<file path="config.mk">
export PLATFORM = sky130hd
export DESIGN_NAME = regfile_write_stage
export DESIGN_NICKNAME = d
export VERILOG_FILES = /design/src/rtl/regfile_pkg.sv /design/src/rtl/regfile_wr_queue.sv /design/src/rtl/regfile_write_stage.sv
export SDC_FILE = /design/constraint.sdc
export NUM_CORES = 1
export LEC_CHECK = 0
export CORE_AREA = 3 3 420 422
export CTS_BUF_LIST = sky130_fd_sc_hd__clkbuf_16
export DETAILED_ROUTE_END_ITERATION = 8
export DIE_AREA = 0 0 423 425
export SETUP_SLACK_MARGIN = 0.5
export SLEW_MARGIN = 25
export SYNTH_ARGS = -nofsm -noshare
export SYNTH_HDL_FRONTEND = slang
export SYNTH_SLANG_ARGS = --single-unit
</file>
<file path="constraint.sdc">
create_clock -name clk -period 7 [get_ports clk]
set_clock_uncertainty 0.15 [all_clocks]
set_input_delay 1.4 -clock clk [delete_from_list [all_inputs] [get_ports clk]]
set_output_delay 1.4 -clock clk [all_outputs]
set_load 0.05 [all_outputs]
</file>
<file path="src/rtl/regfile_pkg.sv">
`default_nettype none
// ============================================================================
// Module      : regfile_pkg
// Description : Shared constants and types for the register-file write stage.
//               Holds the default geometry of the register array and the
//               write-entry record carried through the write queue.
// Revision    : 1.0  initial release
// ============================================================================
package regfile_pkg;

  localparam int DATA_W   = 32;  // width of each register
  localparam int NUM_REGS = 32;  // number of architectural registers
  localparam int ADDR_W   = 5;   // register index width, log2(NUM_REGS)
  localparam int ZERO_REG = 0;   // index of the hardwired-zero register
  localparam int QDEPTH   = 2;   // default write-queue depth

  // One queued write request. The address sits in the upper bits so the
  // packed form matches {wr_addr, wr_data}.
  typedef struct packed {
    logic [ADDR_W-1:0] addr;
    logic [DATA_W-1:0] data;
  } wr_entry_t;

endpackage : regfile_pkg
`default_nettype wire

</file>
<file path="src/rtl/regfile_wr_queue.sv">
`default_nettype none
// ============================================================================
// Module      : regfile_wr_queue
// Description : Small in-order synchronous FIFO for register write requests.
//               Push and pop may occur on the same edge; pointers wrap modulo
//               DEPTH. Storage is not reset, only the occupancy state is.
// Revision    : 1.0  initial release
//
// Ports
//   clk            in   rising-edge clock
//   rst_n          in   asynchronous active-low reset
//   push           in   write push_data at the tail (caller guarantees !full)
//   push_data      in   entry to enqueue
//   pop            in   drop the head entry (caller guarantees !empty)
//   head_data      out  oldest entry
//   full / empty   out  occupancy flags
//   count          out  number of valid entries
//   entries_flat   out  (REGFILE_BYPASS_EN only) entries ordered by age,
//                       slot 0 = oldest, slot DEPTH-1 = newest
//   entries_valid  out  (REGFILE_BYPASS_EN only) valid bit per age slot
//
// Configuration macro: REGFILE_BYPASS_EN
// ============================================================================
module regfile_wr_queue
  import regfile_pkg::*;
#(
  parameter int WIDTH = 37,
  parameter int DEPTH = 2,
  parameter int CNT_W = $clog2(DEPTH + 1)
) (
  input  logic             clk,
  input  logic             rst_n,
  input  logic             push,
  input  logic [WIDTH-1:0] push_data,
  input  logic             pop,
  output logic [WIDTH-1:0] head_data,
  output logic             full,
  output logic             empty,
  output logic [CNT_W-1:0] count
`ifdef REGFILE_BYPASS_EN
  ,
  output logic [DEPTH*WIDTH-1:0] entries_flat,
  output logic [DEPTH-1:0]       entries_valid
`endif
);

  localparam int PTR_W = (DEPTH > 1) ? $clog2(DEPTH) : 1;

  logic [WIDTH-1:0] mem_q [DEPTH];
  logic [PTR_W-1:0] head_q, head_d;
  logic [PTR_W-1:0] tail_q, tail_d;
  logic [CNT_W-1:0] count_q, count_d;

  function automatic logic [PTR_W-1:0] next_ptr(input logic [PTR_W-1:0] p);
    return (p == PTR_W'(DEPTH - 1)) ? '0 : p + 1'b1;
  endfunction

  always_comb begin
    head_d  = head_q;
    tail_d  = tail_q;
    count_d = count_q;
    if (push) tail_d = next_ptr(tail_q);
    if (pop)  head_d = next_ptr(head_q);
    // Push and pop together leave the occupancy unchanged.
    case ({push, pop})
      2'b10:   count_d = count_q + 1'b1;
      2'b01:   count_d = count_q - 1'b1;
      default: count_d = count_q;
    endcase
  end

  always_ff @(posedge clk or negedge rst_n) begin
    if (!rst_n) begin
      head_q  <= '0;
      tail_q  <= '0;
      count_q <= '0;
    end else begin
      head_q  <= head_d;
      tail_q  <= tail_d;
      count_q <= count_d;
    end
  end

  // Payload storage needs no reset: occupancy alone decides what is valid.
  always_ff @(posedge clk) begin
    if (push) mem_q[tail_q] <= push_data;
  end

  assign head_data = mem_q[head_q];
  assign count     = count_q;
  assign empty     = (count_q == '0);
  assign full      = (count_q == CNT_W'(DEPTH));

`ifdef REGFILE_BYPASS_EN
  for (genvar k = 0; k < DEPTH; k++) begin : g_age
    assign entries_flat[k*WIDTH +: WIDTH] =
      mem_q[PTR_W'((int'(head_q) + k) % DEPTH)];
    assign entries_valid[k] = (CNT_W'(k) < count_q);
  end
`endif

endmodule : regfile_wr_queue
`default_nettype wire

</file>
<file path="src/rtl/regfile_write_stage.sv">
`default_nettype none
// ============================================================================
// Module      : regfile_write_stage
// Description : Write side and storage of the register file. Write requests
//               are accepted over valid/ready into an in-order queue, then
//               committed one per cycle into the register array unless hold
//               is asserted. The whole array is presented as one flat bus.
//               Register 0 always reads as zero.
// Revision    : 1.0  initial release
//
// Ports
//   clk           in   rising-edge clock
//   rst_n         in   asynchronous active-low reset
//   wr_valid      in   write request valid
//   wr_ready      out  queue can accept a request (depends on count only)
//   wr_addr       in   destination register
//   wr_data       in   write data
//   hold          in   stalls commits; the queue still accepts until full
//   regs_flat     out  register r at bits [r*DATA_W +: DATA_W]
//   commit_valid  out  registered pulse: one register updated this cycle
//   commit_addr   out  index of the register just updated
//   pending       out  queue non-empty
//
// Configuration macro: REGFILE_BYPASS_EN
//   defined   : regs_flat overlays queued writes (newest wins, r0 excluded)
//   undefined : regs_flat shows committed state only
// ============================================================================
module regfile_write_stage
  import regfile_pkg::*;
#(
  parameter int DATA_W   = regfile_pkg::DATA_W,
  parameter int NUM_REGS = regfile_pkg::NUM_REGS,
  parameter int ADDR_W   = regfile_pkg::ADDR_W,
  parameter int QDEPTH   = regfile_pkg::QDEPTH
) (
  input  logic                       clk,
  input  logic                       rst_n,
  input  logic                       wr_valid,
  output logic                       wr_ready,
  input  logic [ADDR_W-1:0]          wr_addr,
  input  logic [DATA_W-1:0]          wr_data,
  input  logic                       hold,
  output logic [NUM_REGS*DATA_W-1:0] regs_flat,
  output logic                       commit_valid,
  output logic [ADDR_W-1:0]          commit_addr,
  output logic                       pending
);

  localparam int ENTRY_W = ADDR_W + DATA_W;
  localparam int CNT_W   = $clog2(QDEPTH + 1);

  logic               w_push;
  logic               w_pop;
  logic               w_full;
  logic               w_empty;
  logic [CNT_W-1:0]   w_count;
  logic [ENTRY_W-1:0] w_head;
  logic [ADDR_W-1:0]  w_head_addr;
  logic [DATA_W-1:0]  w_head_data;
  logic               w_head_live;

  logic [DATA_W-1:0]  regs_q [NUM_REGS];
  logic [DATA_W-1:0]  regs_d [NUM_REGS];
  logic               commit_valid_q, commit_valid_d;
  logic [ADDR_W-1:0]  commit_addr_q,  commit_addr_d;
  logic [DATA_W-1:0]  w_view [NUM_REGS];

`ifdef REGFILE_BYPASS_EN
  logic [QDEPTH*ENTRY_W-1:0] w_entries;
  logic [QDEPTH-1:0]         w_entries_valid;
`endif

  // Ready is derived from occupancy alone, so a full queue refuses a new
  // request even on an edge where the head is being committed.
  assign wr_ready = !w_full;
  assign w_push   = wr_valid && wr_ready;
  assign w_pop    = !w_empty && !hold;
  assign pending  = !w_empty;

  regfile_wr_queue #(
    .WIDTH (ENTRY_W),
    .DEPTH (QDEPTH),
    .CNT_W (CNT_W)
  ) u_queue (
    .clk           (clk),
    .rst_n         (rst_n),
    .push          (w_push),
    .push_data     ({wr_addr, wr_data}),
    .pop           (w_pop),
    .head_data     (w_head),
    .full          (w_full),
    .empty         (w_empty),
    .count         (w_count)
`ifdef REGFILE_BYPASS_EN
    ,
    .entries_flat  (w_entries),
    .entries_valid (w_entries_valid)
`endif
  );

  assign {w_head_addr, w_head_data} = w_head;
  assign w_head_live = (w_head_addr != ADDR_W'(ZERO_REG));

  // A popped write to r0 is simply dropped and produces no commit pulse.
  always_comb begin
    regs_d         = regs_q;
    commit_valid_d = 1'b0;
    commit_addr_d  = commit_addr_q;
    if (w_pop && w_head_live) begin
      regs_d[w_head_addr] = w_head_data;
      commit_valid_d      = 1'b1;
      commit_addr_d       = w_head_addr;
    end
    regs_d[ZERO_REG] = '0;
  end

  always_ff @(posedge clk or negedge rst_n) begin
    if (!rst_n) begin
      regs_q         <= '{default: '0};
      commit_valid_q <= 1'b0;
      commit_addr_q  <= '0;
    end else begin
      regs_q         <= regs_d;
      commit_valid_q <= commit_valid_d;
      commit_addr_q  <= commit_addr_d;
    end
  end

  assign commit_valid = commit_valid_q;
  assign commit_addr  = commit_addr_q;

`ifdef REGFILE_BYPASS_EN
  // Walk the queue oldest to newest so the youngest write to a register
  // lands last and wins.
  always_comb begin
    w_view = regs_q;
    for (int k = 0; k < QDEPTH; k++) begin
      if (w_entries_valid[k] &&
          (w_entries[k*ENTRY_W + DATA_W +: ADDR_W] != ADDR_W'(ZERO_REG))) begin
        w_view[w_entries[k*ENTRY_W + DATA_W +: ADDR_W]] =
          w_entries[k*ENTRY_W +: DATA_W];
      end
    end
  end
`else
  assign w_view = regs_q;
`endif

  for (genvar r = 0; r < NUM_REGS; r++) begin : g_flat
    assign regs_flat[r*DATA_W +: DATA_W] = w_view[r];
  end

endmodule : regfile_write_stage
`default_nettype wire

</file>
; Word level (Yosys, flattened, before mapping)
; Memory sizes are Yosys's and may differ from the RTL's.
; Index checks and enable logic that the tools add are counted.
; W data, S select, Z words.
[op_classes]
add_sub_neg = 4
n_mul = 0
div_mod_pow = 0
n_lt_le_gt_ge = 2
n_eq_ne = 3
shifts = 0
n_mux = 9
bitwise = 1
reduce_logical = 10
[ops]
columns = op, count
row1 = $bwmux W1024, 1
row2 = $demux W32 S5, 1
row3 = $mux W32, 1
row4 = $ge A6 B6 Y1 const B, 1
row5 = $lt A6 B1 Y1 const B, 1
row6 = $not A5 Y6, 1
row7 = $mux W1, 5
row8 = $reduce_bool A5 Y1, 1
row9 = $eq A2 B2 Y1 const B, 2
row10 = $logic_and A1 B1 Y1, 4
row11 = $pmux W2 S2, 1
row12 = $logic_not A1 Y1, 3
row13 = $add A1 B1 Y1 const B, 2
row14 = $add A2 B1 Y2 const B, 1
row15 = $eq A2 B1 Y1 const B, 1
row16 = $logic_not A2 Y1, 1
row17 = $reduce_bool A2 Y1, 1
row18 = $sub A2 B1 Y2 const B, 1
[word_totals]
ff_bits = 1002
latchBits = 0
ramBits = 74
mem_bits_ro = 0
inputBits = 41
mem_count = 1
[memory_table]
columns = name, depth, width, rd, rd_clocked_by_memory_dff, wr, line
row1 = u_queue.mem_q, 2, 37, 1, 0, 1, regfile_wr_queue.sv:49  ; logic [WIDTH-1:0] mem_q [DEPTH];

; Depth between registers and ports, before layout
; Gate-level depths: netlist (run 1).
; An unclocked memory read counts as a cell.
[logic_depth]
word_depth = 7
depth_mapped = 8

; Hierarchy
; Synthesis (run 1) repeated with hierarchy kept, for this count alone.
[unflattened]
hier_cells = 2411
hier_area_um2 = 40830.4
[by_module_without_submodules]
columns = mod, n_inst, cells_each, area_each_um2, seq_area_each_um2
row1 = regfile_write_stage, 1, 2280, 37893.8, 24974.0
row2 = regfile_wr_queue, 1, 131, 2936.6, 2322.2

; Least setup slack after synthesis (run 1)
; No wires, ideal clock.
[synth_path]
path_kind = input to register
from = in wr_valid
to = mem u_queue.mem_q[0][0], enable pin
setup_time_ns = 0.431
t_arrival_ns = 3.080
setup_slack_ns = 3.339
stages = 2
path_buffers = 0
cell_sequence = nand2_1 nor2_1
[synth_via]
elab_chain_len = 3
[synth_rtl]
columns = element, line
row1 = start: declaration, regfile_write_stage.sv:38  ; input logic wr_valid,
row2 = $logic_and A1 B1 Y1, regfile_write_stage.sv:76  ; assign w_push = wr_valid && wr_ready;
row3 = $mux W1, regfile_wr_queue.sv:86  ; if (push) mem_q[tail_q] <= push_data;
row4 = $mux W1 (implied by the code), regfile_wr_queue.sv:86
row5 = end: declaration, regfile_wr_queue.sv:49
; Every way passes these cells.

; Worst setup path after layout (run 1)
[layout_path]
from = reg u_queue.head_q
to = reg regs_q (netlist bit regs_flat[495])
[layout_via]
elab_chain_len = 7
[layout_rtl]
columns = element, line
row1 = start: declaration, regfile_wr_queue.sv:50  ; logic [PTR_W-1:0] head_q, head_d;
row2 = start signal: assignment, regfile_wr_queue.sv:74  ; head_q <= '0;
row3 = start signal: assignment, regfile_wr_queue.sv:78  ; head_q <= head_d;
row4 = $mem_v2 Z2 W37 (*), --
row5 = $not A5 Y6 (implied by the code), regfile_write_stage.sv:110  ; regs_d[w_head_addr] = w_head_data;
row6 = $ge A6 B6 Y1 (implied by the code) / $lt A6 B1 Y1 (equally long branches), regfile_write_stage.sv:110
row7 = $logic_and A1 B1 Y1 (implied by the code), regfile_write_stage.sv:110
row8 = $mux W32 (implied by the code), regfile_write_stage.sv:110
row9 = $demux W32 S5, regfile_write_stage.sv:110
row10 = $bwmux W1024, regfile_write_stage.sv:110
row11 = end signal: assignment, regfile_write_stage.sv:123  ; regs_q <= regs_d;
row12 = end: declaration, regfile_write_stage.sv:62  ; logic [DATA_W-1:0] regs_q [NUM_REGS];
; Every way passes the cells marked *; elsewhere a longest branch is shown, timed or not.
; A chain may end at the register's enable or synchronous reset.

==> impl_metrics.json, run 1 <==
{
  "slowest_stage": "nand3_2",
  "gp_congestion": 0.777,
  "r2r_cells": 6,
  "rows": 153,
  "start_kind": "flip-flop",
  "grt_pass1_vias": 25933,
  "dp.final_hpwl_mm": 105,
  "grt_pass1_wl_mm": 211,
  "netlist_instances": 2423,
  "layout_common_cells": "clkdlybuf4s50_1 (1039), mux2_2 (1007), dfrtp_1 (1001)",
  "grt_max_degree": 157,
  "port_buffers": 1040,
  "grt_util_met1_pct": 19.1,
  "area_growth_pct": 41.1,
  "htree_levels": 3,
  "worstHoldPathCells": 1,
  "postCtsResizedCells": 0,
  "wire_per_inst_um": 26.3,
  "ff2ff_setup_slack_ns": 2.80,
  "drv_slew": 0,
  "end_kind": "flip-flop",
  "die_h_um": 425,
  "cp_num_cells": 6,
  "ys_warn_count": 0,
  "r2r_end": "regs_flat[495]",
  "min_to": "regs_flat[291]",
  "slew_headroom_pct": 27.8,
  "synth_cell_type_count": 40,
  "synth_seq_cells": 1076,
  "avgSynthCellArea_sq_um": 16.8,
  "status": "complete, no violations",
  "required_ns": 7.44,
  "fin_crit_sh_pct": 59.9,
  "die_x_um": 423,
  "use_met2_pct": 29.9,
  "clkLatencyLatePin_ns": 0.75,
  "drc": 0,
  "setup_viol": 0,
  "ant_nets": 0,
  "ctsLongestPathBuffers": 3,
  "cts_hold_buf": 0,
  "cts_setup_buffers": 0,
  "top_usage_layer": "met2",
  "grtUsageMet3_pct": 4.20,
  "min_period_ns": 4.20,
  "wl_mm": 155,
  "rsz0062_at_grt": "no",
  "drv_cap": 0,
  "cts-buffers-inserted": 117,
  "num-nets-final": 3479,
  "grt-ovfl-total": 0,
  "dr_total_vias": 25253,
  "numClockSinks": 1076,
  "hold_path_class": "flip-flop to flip-flop",
  "setup_tns_ns": 0,
  "cts_tree": "done",
  "num-fill-cells": 17059,
  "dieArea_sq_um": 180000,
  "clockRootBuffer": "clkbuf_16",
  "path_cells": "buf_4 -> mux2_2 -> and3_1 -> nand3_2 -> buf_4 -> mux2_2",
  "initial_core_util_pct": 23.4,
  "synth_area_sq_um": 40600,
  "cp_top_family": "simple AND/OR/NAND/NOR gates",
  "crit_buf_inv": 2,
  "cts.clk_slew.worst_paths_ns": 0.06,
  "startpoint": "u_queue.head_q",
  "critical_path_class": "flip-flop to flip-flop",
  "drt_iter0_markers": 1333,
  "hold_viol": 0,
  "worstPathArrival_ns": 4.64,
  "cp_slowest_stage_delay_ns": 0.86,
  "via_per_inst": 4.30,
  "coreArea_sq_um": 173000,
  "final_common_cell": "clkdlybuf4s50_1",
  "ys_seq_area_share_pct": 67.2,
  "antenna_found_initial": 29,
  "first_pass_iters": 5,
  "max_freq_mhz": 238,
  "r2r_start": "u_queue.head_q",
  "worst_slew_pin_slew_ns": 1.08,
  "pin_count": 1073,
  "worstPathMaxFanout": 34,
  "drive_gt1_share_pct": 35.8,
  "grt_usage_pct": 16.7,
  "min-delay-start": "regs_flat[291]"
}
[per-stage QoR]
stage | hold slack [ns] | worst slack, ns | cell area [sq um] | cells | util [%]
after detailed placement | 0.324 | 2.15 | 53700 | 5641 | 31.0
after CTS | 0.337 | 2.59 | 57300 | 5853 | 33.0
final | 0.335 | 2.80 | 57400 | 5873 | 33.1
after global placement | 0.318 | 2.27 | 53600 | 5638 | 30.9
after floorplan | 0.311 | 3.34 | 40800 | 2454 | -
after global routing | 0.355 | 2.55 | 57300 | 5862 | 33.1
[flip-flops by register name, summed over array words and instances, names as in the netlist]
register and cells:
commit_addr 5, commit_valid 1, regs_flat 992, u_queue.count 2, u_queue.head_q 1, u_queue.mem_q 74, u_queue.tail_q 1
[how the worst max path moves through the flow]
stage                           to  slack [ns]
6_report            regs_flat[495]        2.80
2_1_floorplan  u_queue.mem_q[0][0]        3.34
5_1_grt             regs_flat[495]        2.55
4_1_cts             regs_flat[701]        2.59
3_5_place_dp        regs_flat[496]        2.15
3_3_place_gp        regs_flat[491]        2.27
[cell families (layout without fill, tap and decap cells)]
logic type                 after synthesis  in the layout  synth area share (%)
AOI/OAI and AO/OA                       17             17                 0.308
xor gates and xnor gates                 5              5                 0.108
adders and majority gates                1              1                0.0308
buffers and inverters                  235           1311                  2.92
DFF                                   1076           1076                  67.2
muxes                                 1032           1032                  28.6
other                                    1             50               0.00923
and+or+nand+nor                         56             56                 0.859
[synth_stat cells]
master    count  area (sq um)
mux2_2     1012         11400
dfrtp_1    1002         25100
clkbuf_1     98           368
buf_2        80           400
edfxtp_1     74          2220
buf_4        44           330
mux2_1       18           203
nand3_1      18          90.1
nor2_1        9          33.8
and3_1        6          37.5
nand2_1       6          22.5
buf_6         5          56.3
nor3_2        5          50.1
o21ai_1       4          20.0
xnor2_1       4          35.0
a21o_1        3          22.5
buf_1         3          11.3
nand2b_1      3          18.8
a22o_1        2          17.5
clkbuf_2      2          10.0
inv_1         2          7.51
nor3_1        2          10.0
nor3b_2       2          25.0
o22a_1        2          17.5
o22ai_1       2          12.5
a21oi_1       1          5.00
a21oi_2       1          8.76
a32o_1        1          10.0
conb_1        1          3.75
ha_1          1          12.5
inv_2         1          3.75
mux2i_1       1          10.0
mux2i_2       1          13.8
nor3b_4       1          18.8
nor4_1        1          6.26
nor4_4        1          21.3
nor4b_1       1          8.76
o21bai_2      1          11.3
or2_2         1          6.26
xor2_1        1          8.76
[cell type report]
type	instances	area (sq um)	share of cell area [%]
Sequential cell	1076	27300	47.6
Multi-Input combinational cell	1143	12600	21.9
Timing Repair Buffer	1096	11000	19.1
Clock buffer	119	2980	5.19
Tap cell	2325	2910	5.07
Clock inverter	93	559	0.975
Antenna cell	18	45.0	0.0785
Inverter	3	11.3	0.0196
[per-layer routing]
| layer | up-vias | share of wire [%] |
|---|---|---|
| met1 | 13541 | 38 |
| met4 | 2 | 3.6 |
| met2 | 901 | 52 |
| met3 | 244 | 6.1 |
| li1 | 10565 | - |
| met5 | - | 0.0052 |
Power of run 1 is not shown: default switching activity piles up to over one toggle a cycle in this logic, so the estimate is an artifact.
==> run 2: changes to the inputs <==
==> constraint.sdc (replaced) <==
create_clock -name clk -period 3.8 [get_ports clk]
set_clock_uncertainty 0.15 [all_clocks]
set_input_delay 0.76 -clock clk [delete_from_list [all_inputs] [get_ports clk]]
set_output_delay 0.76 -clock clk [all_outputs]
set_load 0.05 [all_outputs]
==> run 2 against run 1 <==
  * Fmax grew 34%
  * Sequential cell count is the same
  * Highest routed layer unchanged
  * Global-route usage rose by 0.37 points
  * Final area up 1.7%
  * Wire length is 1.9% higher
  * Worst hold slack got worse by 0.0026 ns
  * Die area is the same
  * Critical path type unchanged
==> impl_metrics.json, run 2 (synthesis results as in run 1) <==
{
  "status": "complete, no violations",
  "startpoint": "u_queue.head_q",
  "ff2ff_setup_slack_ns": 0.68,
  "grt_pass1_wl_mm": 217,
  "num-fill-cells": 16936,
  "cts-buffers-inserted": 115,
  "die_x_um": 423,
  "clkLatencyLatePin_ns": 0.76,
  "area_growth_pct": 43.5,
  "final_common_cell": "clkdlybuf4s50_1",
  "drv_slew": 0,
  "cts_tree": "done",
  "layout_common_cells": "clkdlybuf4s50_1 (1037), mux2_2 (1007), dfrtp_1 (1001)",
  "clockRootBuffer": "clkbuf_16",
  "worstPathArrival_ns": 3.58,
  "hold_viol": 0,
  "fin_crit_sh_pct": 82.2,
  "worst_slew_pin_slew_ns": 1.08,
  "drv_cap": 0,
  "cts.clk_slew.worst_paths_ns": 0.06,
  "fin_cells": 5923,
  "grt-ovfl-total": 0,
  "drive_gt1_share_pct": 36.9,
  "cp-endpoint": "regs_flat[59]",
  "drc": 0,
  "initial_core_util_pct": 23.4,
  "pin_count": 1073,
  "required_ns": 4.26,
  "antenna_found_initial": 21,
  "whs_ns": 0.333,
  "gp_congestion": 0.779,
  "ant_nets": 0,
  "slew_headroom_pct": 27.8,
  "setup_tns_ns": 0,
  "r2r_end": "regs_flat[59]",
  "port_buffers": 1040,
  "rows": 153,
  "wire_per_inst_um": 26.6,
  "grt_max_degree": 104,
  "grt_usage_pct": 17.0,
  "num-nets-final": 3531,
  "start_kind": "flip-flop",
  "cts_setup_buffers": 0,
  "final_util_pct": 33.6,
  "setup_viol": 0,
  "worstPathMaxFanout": 22,
  "grt_pass1_vias": 26707,
  "numClockSinks": 1076,
  "end_kind": "flip-flop",
  "critical_path_class": "flip-flop to flip-flop",
  "r2r_cells": 7,
  "placed_cells": 5696,
  "largest_reg_flops": 992,
  "ctsLongestPathBuffers": 3,
  "dieArea_sq_um": 180000,
  "htree_levels": 3,
  "r2r_start": "u_queue.head_q",
  "drt_iter0_markers": 1229,
  "max_freq_mhz": 320,
  "wl_mm": 158,
  "first_pass_iters": 5,
  "dr_total_vias": 25393,
  "hold_path_class": "flip-flop to flip-flop",
  "via_per_inst": 4.29,
  "rsz0062_at_grt": "no",
  "min_period_ns": 3.12,
  "coreArea_sq_um": 173000,
  "dp.final_hpwl_mm": 110,
  "die_h_um": 425
}
[run 2: what timing repair did]
item	CTS	global route
hold buffers	1	0
resized for setup	3	0
setup endpoints to repair	22	0
endpoints found under the hold margin	35	0
[run 2: how the worst min path moves through the flow]
stage	depth (start not counted)	endpoint	startpoint	slack (ns)
after global routing	1	regs_flat[307]	regs_flat[307]	0.36
after floorplan	0	commit_addr[0]	rst_n	0.31
after global placement	1	regs_flat[308]	regs_flat[308]	0.32
final	1	regs_flat[307]	regs_flat[307]	0.33
after detailed placement	1	regs_flat[263]	regs_flat[263]	0.32
after CTS	1	u_queue.mem_q[1][11]	wr_data[11]	0.32
[run 2: area by class of cell]
| class | count | area, sq um | area share [%] |
|---|---|---|---|
| antenna | 19 | 47.5 | 0.0815 |
| clock inverter | 90 | 822 | 1.41 |
| timing repair buffer | 1150 | 11700 | 20.1 |
| tap | 2325 | 2910 | 4.99 |
| clock buffer | 117 | 2930 | 5.02 |
| multi-input combinational | 1143 | 12600 | 21.5 |
| inverter | 3 | 11.3 | 0.0193 |
| sequential | 1076 | 27300 | 46.8 |
[run 2: per-layer routing]
metal  wire, um  up-vias  share of wire [%]  track usage (%)
met3       8570      231                5.4             3.85
met5         41        -              0.026                0
met4       5440        6                3.4             6.51
li1           -    10639                  -                -
met2      82400      809                 52             30.6
met1      61200    13708                 39             19.6
[run 2: stage by stage]
step / instance area, sq um / setup slack (ns)
finish: 58300 / 0.677
global route: 58300 / 0.526
CTS: 58300 / 0.574
detailed placement: 54500 / 0.0804
global placement: 54500 / 0.122
floorplan: 40800 / 0.543
[run 2: worst max-delay path: stages (launching register included)]
cell	delay [ns]
dfrtp_2	0.66
buf_4	0.33
mux2i_2	0.23
buf_4	0.22
nand2_1	0.21
nor4_4	0.47
buf_12	0.30
mux2_2	0.37
Power of run 2 is left out for the same reason.
